**config.mk**
```make
export PLATFORM = sky130hd
export DESIGN_NAME = load_store_unit
export DESIGN_NICKNAME = d
export VERILOG_FILES = /design/src/rtl/lsu_pkg.sv /design/src/rtl/lsu_align.sv /design/src/rtl/load_store_unit.sv
export SDC_FILE = /design/constraint.sdc
export NUM_CORES = 1
export LEC_CHECK = 0
export BUFFER_PORTS_ARGS = -buffer_cell sky130_fd_sc_hd__buf_2
export CAP_MARGIN = 0
export CORE_ASPECT_RATIO = 1.5
export CORE_MARGIN = 3
export CORE_UTILIZATION = 40
export DETAILED_ROUTE_END_ITERATION = 8
export SLEW_MARGIN = 40
export SYNTH_ARGS = -nofsm -noshare
export SYNTH_HDL_FRONTEND = slang
export SYNTH_HIERARCHICAL = 1
export SYNTH_SLANG_ARGS = --single-unit
```
**constraint.sdc**
```tcl
create_clock -name clk -period 3.3 [get_ports clk]
set_clock_uncertainty 0.05 [all_clocks]
set_input_delay 0.33 -clock clk [delete_from_list [all_inputs] [get_ports clk]]
set_output_delay 0.33 -clock clk [all_outputs]
set_load 0.005 [all_outputs]
```
**src/rtl/lsu_pkg.sv**
```systemverilog
`default_nettype none
// +--------------------------------------------------------------------------+
// | Module      : lsu_pkg                                                    |
// | Description : Shared definitions for the load/store unit: RV32I funct3   |
// |               encodings, FSM state encoding and the access-legality      |
// |               check applied when a request is accepted.                  |
// | Revision    : 1.0 - initial release                                      |
// +--------------------------------------------------------------------------+
package lsu_pkg;

  localparam logic [2:0] F3_B  = 3'b000;
  localparam logic [2:0] F3_H  = 3'b001;
  localparam logic [2:0] F3_W  = 3'b010;
  localparam logic [2:0] F3_BU = 3'b100;
  localparam logic [2:0] F3_HU = 3'b101;

  typedef enum logic [2:0] {
    ST_IDLE     = 3'd0,
    ST_RD       = 3'd1,
    ST_WR       = 3'd2,
    ST_MERGE_WR = 3'd3,
    ST_DONE     = 3'd4
  } lsu_state_e;

  // Returns 1 when the access must be refused: illegal funct3 for the
  // direction, misaligned halfword/word, or word index beyond the memory.
  function automatic logic lsu_check_err(input logic        we,
                                         input logic [2:0]  funct3,
                                         input logic [31:0] addr,
                                         input logic [31:0] mem_words);
    logic illegal;
    logic misaligned;
    logic out_of_range;
    case (funct3)
      F3_B, F3_H, F3_W: illegal = 1'b0;
      F3_BU, F3_HU:     illegal = we;  // no unsigned store forms
      default:          illegal = 1'b1;
    endcase
    misaligned = 1'b0;
    if ((funct3 == F3_H || funct3 == F3_HU) && addr[0]) misaligned = 1'b1;
    if (funct3 == F3_W && addr[1:0] != 2'b00)           misaligned = 1'b1;
    out_of_range = ({2'b00, addr[31:2]} >= mem_words);
    return illegal | misaligned | out_of_range;
  endfunction

endpackage : lsu_pkg
`default_nettype wire

```
**src/rtl/lsu_align.sv**
```systemverilog
`default_nettype none
// +--------------------------------------------------------------------------+
// | Module      : lsu_align                                                  |
// | Description : Combinational byte/halfword lane logic. Extracts and       |
// |               sign/zero-extends a load value from a memory word, and     |
// |               builds the merged word for sub-word stores.                |
// | Ports       : word        - 32-bit memory word                           |
// |               byte_off    - address bits [1:0]                           |
// |               funct3      - RV32I load/store funct3                      |
// |               store_data  - store data (low byte/half for SB/SH)         |
// |               load_data   - extended load result                         |
// |               merged_word - word with target lane(s) replaced            |
// | Revision    : 1.0 - initial release                                      |
// +--------------------------------------------------------------------------+
module lsu_align
  import lsu_pkg::*;
(
  input  logic [31:0] word,
  input  logic [1:0]  byte_off,
  input  logic [2:0]  funct3,
  input  logic [31:0] store_data,
  output logic [31:0] load_data,
  output logic [31:0] merged_word
);

  logic [7:0]  sel_byte;
  logic [15:0] sel_half;

  always_comb begin
    sel_byte = word[{byte_off, 3'b000} +: 8];
    sel_half = byte_off[1] ? word[31:16] : word[15:0];

    case (funct3)
      F3_B:    load_data = {{24{sel_byte[7]}}, sel_byte};
      F3_BU:   load_data = {24'h000000, sel_byte};
      F3_H:    load_data = {{16{sel_half[15]}}, sel_half};
      F3_HU:   load_data = {16'h0000, sel_half};
      default: load_data = word;
    endcase

    // Untouched lanes keep the value read from memory.
    merged_word = word;
    case (funct3)
      F3_B: merged_word[{byte_off, 3'b000} +: 8] = store_data[7:0];
      F3_H: begin
        if (byte_off[1]) merged_word[31:16] = store_data[15:0];
        else             merged_word[15:0]  = store_data[15:0];
      end
      default: merged_word = store_data;
    endcase
  end

endmodule : lsu_align
`default_nettype wire

```
**src/rtl/load_store_unit.sv**
```systemverilog
`default_nettype none
// +--------------------------------------------------------------------------+
// | Module      : load_store_unit                                            |
// | Description : MEM-stage initiator for a word-organised data memory.      |
// |               Handles LB/LH/LW/LBU/LHU/SB/SH/SW, using read-modify-write |
// |               for sub-word stores, and reports illegal accesses.         |
// | Ports       : clk, rst             - clock, sync active-high reset       |
// |               req_*                - request channel (valid/ready)       |
// |               resp_*               - one-cycle response pulse            |
// |               mem_*                - data memory interface               |
// | Revision    : 1.0 - initial release                                      |
// +--------------------------------------------------------------------------+
module load_store_unit
  import lsu_pkg::*;
#(
  parameter int unsigned MEM_WORDS = 256
) (
  input  logic        clk,
  input  logic        rst,
  input  logic        req_valid,
  output logic        req_ready,
  input  logic        req_we,
  input  logic [2:0]  req_funct3,
  input  logic [31:0] req_addr,
  input  logic [31:0] req_wdata,
  output logic        resp_valid,
  output logic        resp_err,
  output logic [31:0] resp_rdata,
  output logic        mem_read,
  output logic        mem_write,
  output logic [31:0] mem_addr,
  output logic [31:0] mem_wdata,
  input  logic [31:0] mem_rdata
);

  localparam logic [31:0] MEM_WORDS_W = 32'(MEM_WORDS);

  lsu_state_e  state_q, state_d;
  logic        we_q, we_d;
  logic [2:0]  funct3_q, funct3_d;
  logic [31:0] addr_q, addr_d;
  logic [31:0] wdata_q, wdata_d;
  logic [31:0] merge_q, merge_d;
  logic        resp_err_q, resp_err_d;
  logic [31:0] resp_rdata_q, resp_rdata_d;

  logic [31:0] align_word;
  logic [31:0] load_data;
  logic [31:0] merged_word;

  // The aligner sees live memory data in RD (load extraction) and the
  // captured word in MERGE_WR (store merge).
  assign align_word = (state_q == ST_RD) ? mem_rdata : merge_q;

  lsu_align u_align (
    .word        (align_word),
    .byte_off    (addr_q[1:0]),
    .funct3      (funct3_q),
    .store_data  (wdata_q),
    .load_data   (load_data),
    .merged_word (merged_word)
  );

  always_comb begin
    state_d      = state_q;
    we_d         = we_q;
    funct3_d     = funct3_q;
    addr_d       = addr_q;
    wdata_d      = wdata_q;
    merge_d      = merge_q;
    resp_err_d   = resp_err_q;
    resp_rdata_d = resp_rdata_q;

    case (state_q)
      ST_IDLE: begin
        if (req_valid) begin
          we_d         = req_we;
          funct3_d     = req_funct3;
          addr_d       = req_addr;
          wdata_d      = req_wdata;
          resp_rdata_d = 32'h0;
          resp_err_d   = lsu_check_err(req_we, req_funct3, req_addr, MEM_WORDS_W);
          if (resp_err_d)                          state_d = ST_DONE;
          else if (req_we && req_funct3 == F3_W)   state_d = ST_WR;
          else                                     state_d = ST_RD;
        end
      end
      ST_RD: begin
        if (we_q) begin
          merge_d = mem_rdata;
          state_d = ST_MERGE_WR;
        end else begin
          resp_rdata_d = load_data;
          state_d      = ST_DONE;
        end
      end
      ST_WR:       state_d = ST_DONE;
      ST_MERGE_WR: state_d = ST_DONE;
      ST_DONE: begin
        resp_err_d   = 1'b0;
        resp_rdata_d = 32'h0;
        state_d      = ST_IDLE;
      end
      default:     state_d = ST_IDLE;
    endcase
  end

  always_ff @(posedge clk) begin
    if (rst) begin
      state_q      <= ST_IDLE;
      we_q         <= 1'b0;
      funct3_q     <= 3'b000;
      addr_q       <= 32'h0;
      wdata_q      <= 32'h0;
      merge_q      <= 32'h0;
      resp_err_q   <= 1'b0;
      resp_rdata_q <= 32'h0;
    end else begin
      state_q      <= state_d;
      we_q         <= we_d;
      funct3_q     <= funct3_d;
      addr_q       <= addr_d;
      wdata_q      <= wdata_d;
      merge_q      <= merge_d;
      resp_err_q   <= resp_err_d;
      resp_rdata_q <= resp_rdata_d;
    end
  end

  // Memory strobes are pure state decodes, so they drop the cycle the FSM
  // leaves an access state and can never overlap.
  always_comb begin
    req_ready  = (state_q == ST_IDLE);
    resp_valid = (state_q == ST_DONE);
    resp_err   = resp_err_q;
    resp_rdata = resp_rdata_q;
    mem_read   = (state_q == ST_RD);
    mem_write  = (state_q == ST_WR) || (state_q == ST_MERGE_WR);
    mem_addr   = 32'h0;
    mem_wdata  = 32'h0;
    if (mem_read || mem_write) mem_addr = {addr_q[31:2], 2'b00};
    if (state_q == ST_WR)       mem_wdata = wdata_q;
    if (state_q == ST_MERGE_WR) mem_wdata = merged_word;
  end

endmodule : load_store_unit
`default_nettype wire

```
==> metrics.txt <==
status=finished clean; crit start category=register; Syn Inst Count=999; area leader, netlist=dfxtp_1; DRC viols=0; largest net degree at the start of global routing=58; vias in the first global route=7511; Tot Pwr=4120 µW; pwr/cell area=450 mW/mm²; root buffer cell=clkbuf_16; IR drop worst, VDD=0.000302 V; H-tree Lvls=4; worst-path fanout max=36; CTS resizes=0; TritonCTS clock tree=done; Yosys reg bits=136; Commonest cells post-synth=nand2_1, dfxtp_1, a21oi_1, nor2_1, a22oi_1; drt first pass iters=5; Clock Latency Late Sink=430 ps; Antenna diodes=0; Die Ht=174 µm; Final TNS setup=0 ps; hold bufs inserted after CTS=0; Synth top area share=36.4%; period utilization=94.1%; Post-synth EDFFs=0; Core ar.=0.0182 mm²; most frequent cell after synthesis=nand2_1; GP Congestion=0.906; DP HPWL=18.5 mm; MaxCap Viol Count=0; P_leak=0.00382 µW; Num CTS Buffers=17; Worst Hold Class=input port to register; worst-margin pin slew=740 ps; Std-Cell Rows=60; Primary FF master, synth=dfxtp_1; Mapped Area=0.00748 mm²; I/O Pins=204; Clock transition at path regs=60 ps; antenna-violating nets left=0; Slew HR=50.7%; die area=0.0204 mm²; Worst EP required=2920 ps; Tot GR Track Use=24.7%; Async SR Flop Fraction=0%; Synth area leaders=dfxtp_1, nand2_1, a21oi_1; pins over their slew limit=0; GR Overflow Total=0; final wirelength=25.7 mm; f_max=0.322 GHz; Clock Path Buffers=2; final hold vios=0; clock sinks=136; Ys Warns=6; Initial Utilization=41.2%; postcts setup bufs=0; Crit path arrival time=2720 ps; vias per inst=5.51; via count=7781; first-pass GRT wire length=40.7 mm; First DRT Iteration DRCs=672; # setup viols final=0; min cycle time layout=3100 ps; sequential fraction of the synthesis area=36.4%; Port Buffer Count=201; number of nets in the layout=1259; CP Capture Type=output pin; Netlist cell types=52; Worst R2R Setup Slack=520 ps; WS Path Type=register to output pin; unrepaired setup endpoints after global routing=false; Avg Cell Area, Syn=7.49 µm²; initial antenna violation count=1; share of cells above drive strength 1=26.1%; Layout area overhead=22.4%; post-DR wirelength/cell=18.2 µm; die width=118 µm
## critical path: stages (launching register included)
cell and delay [ps]:
dfxtp_1 450, nor3b_4 260, buf_12 240, mux2_2 410
or3_1 360, o21ai_0 80, a211oi_1 90, a22o_1 240
buf_2 130
## state kept, by name, summed over array words and instances (netlist names)
register    count
addr_q         32
funct3_q        3
merge_q        32
resp_err        1
resp_rdata     32
state_q         3
wdata_q        32
we_q            1
## area by class of cell
class,instances,area (µm²)
Clock buffer,18,429
Clock inverter,14,173
Fill cell,1924,9000
Inverter,4,15.0
Multi-Input combinational cell,771,4340
Sequential cell,136,2720
Tap cell,248,310
Timing Repair Buffer,221,1170
## cell families after synthesis
| kind of cell | synth area share, % |
|---|---|
| AOI/OAI and AO/OA | 25.8 |
| buffers and inverters | 5.79 |
| and+or+nand+nor | 25.1 |
| adders and majority gates | 0.836 |
| other | 0.0501 |
| DFF | 36.4 |
| muxes | 6.05 |
## worst paths after layout
check,startpoint,end,cells past startpoint
max,state_q[0],mem_wdata[5],8
min,req_addr[3],addr_q[3],3
max reg2reg,state_q[0],resp_rdata[16],9
min reg2reg,addr_q[3],addr_q[3],2
## per-layer routing
| metal | track usage, % | part of all wire (%) |
|---|---|---|
| met2 | 41.4 | 48 |
| met1 | 29.5 | 40 |
| met4 | 12.1 | 4.6 |
| met5 | 0 | 0.051 |
| met3 | 5.97 | 6.9 |
## stage by stage
step | setup WS [ps] | utilization, % | hold slack [ps] | instances | area [µm²]
floorplan | 673 | - | 382 | 1000 | 7490
global placement | 575 | 47.1 | 387 | 1380 | 8560
detailed placement | 555 | 47.1 | 392 | 1380 | 8560
CTS | 189 | 50.4 | 72.6 | 1412 | 9160
global route | 56.4 | 50.4 | 87.4 | 1412 | 9160
finish | 196 | 50.4 | 83.3 | 1412 | 9160
## report_power, final
group,switching (µW),internal (µW)
sequential,48.4,1690
clock,762,1190
combinational,270,157
total,1080,3040
## cells in the final DEF (no fill, tap or decap), types with 8 or more instances in the layout
cell type and instances:
buf_4 20, or3_1 11, buf_2 200, a22o_1 41, nand2b_1 16, nand2_1 270, mux2_2 34, a21oi_1 129
nor4_1 8, o21ai_0 22, o211ai_1 17, a22oi_1 51, nor2_1 57, and2_1 31, dfxtp_1 136, nor3_1 8
clkbuf_16 17
No activity file was read; power rests on OpenSTA's default activity.
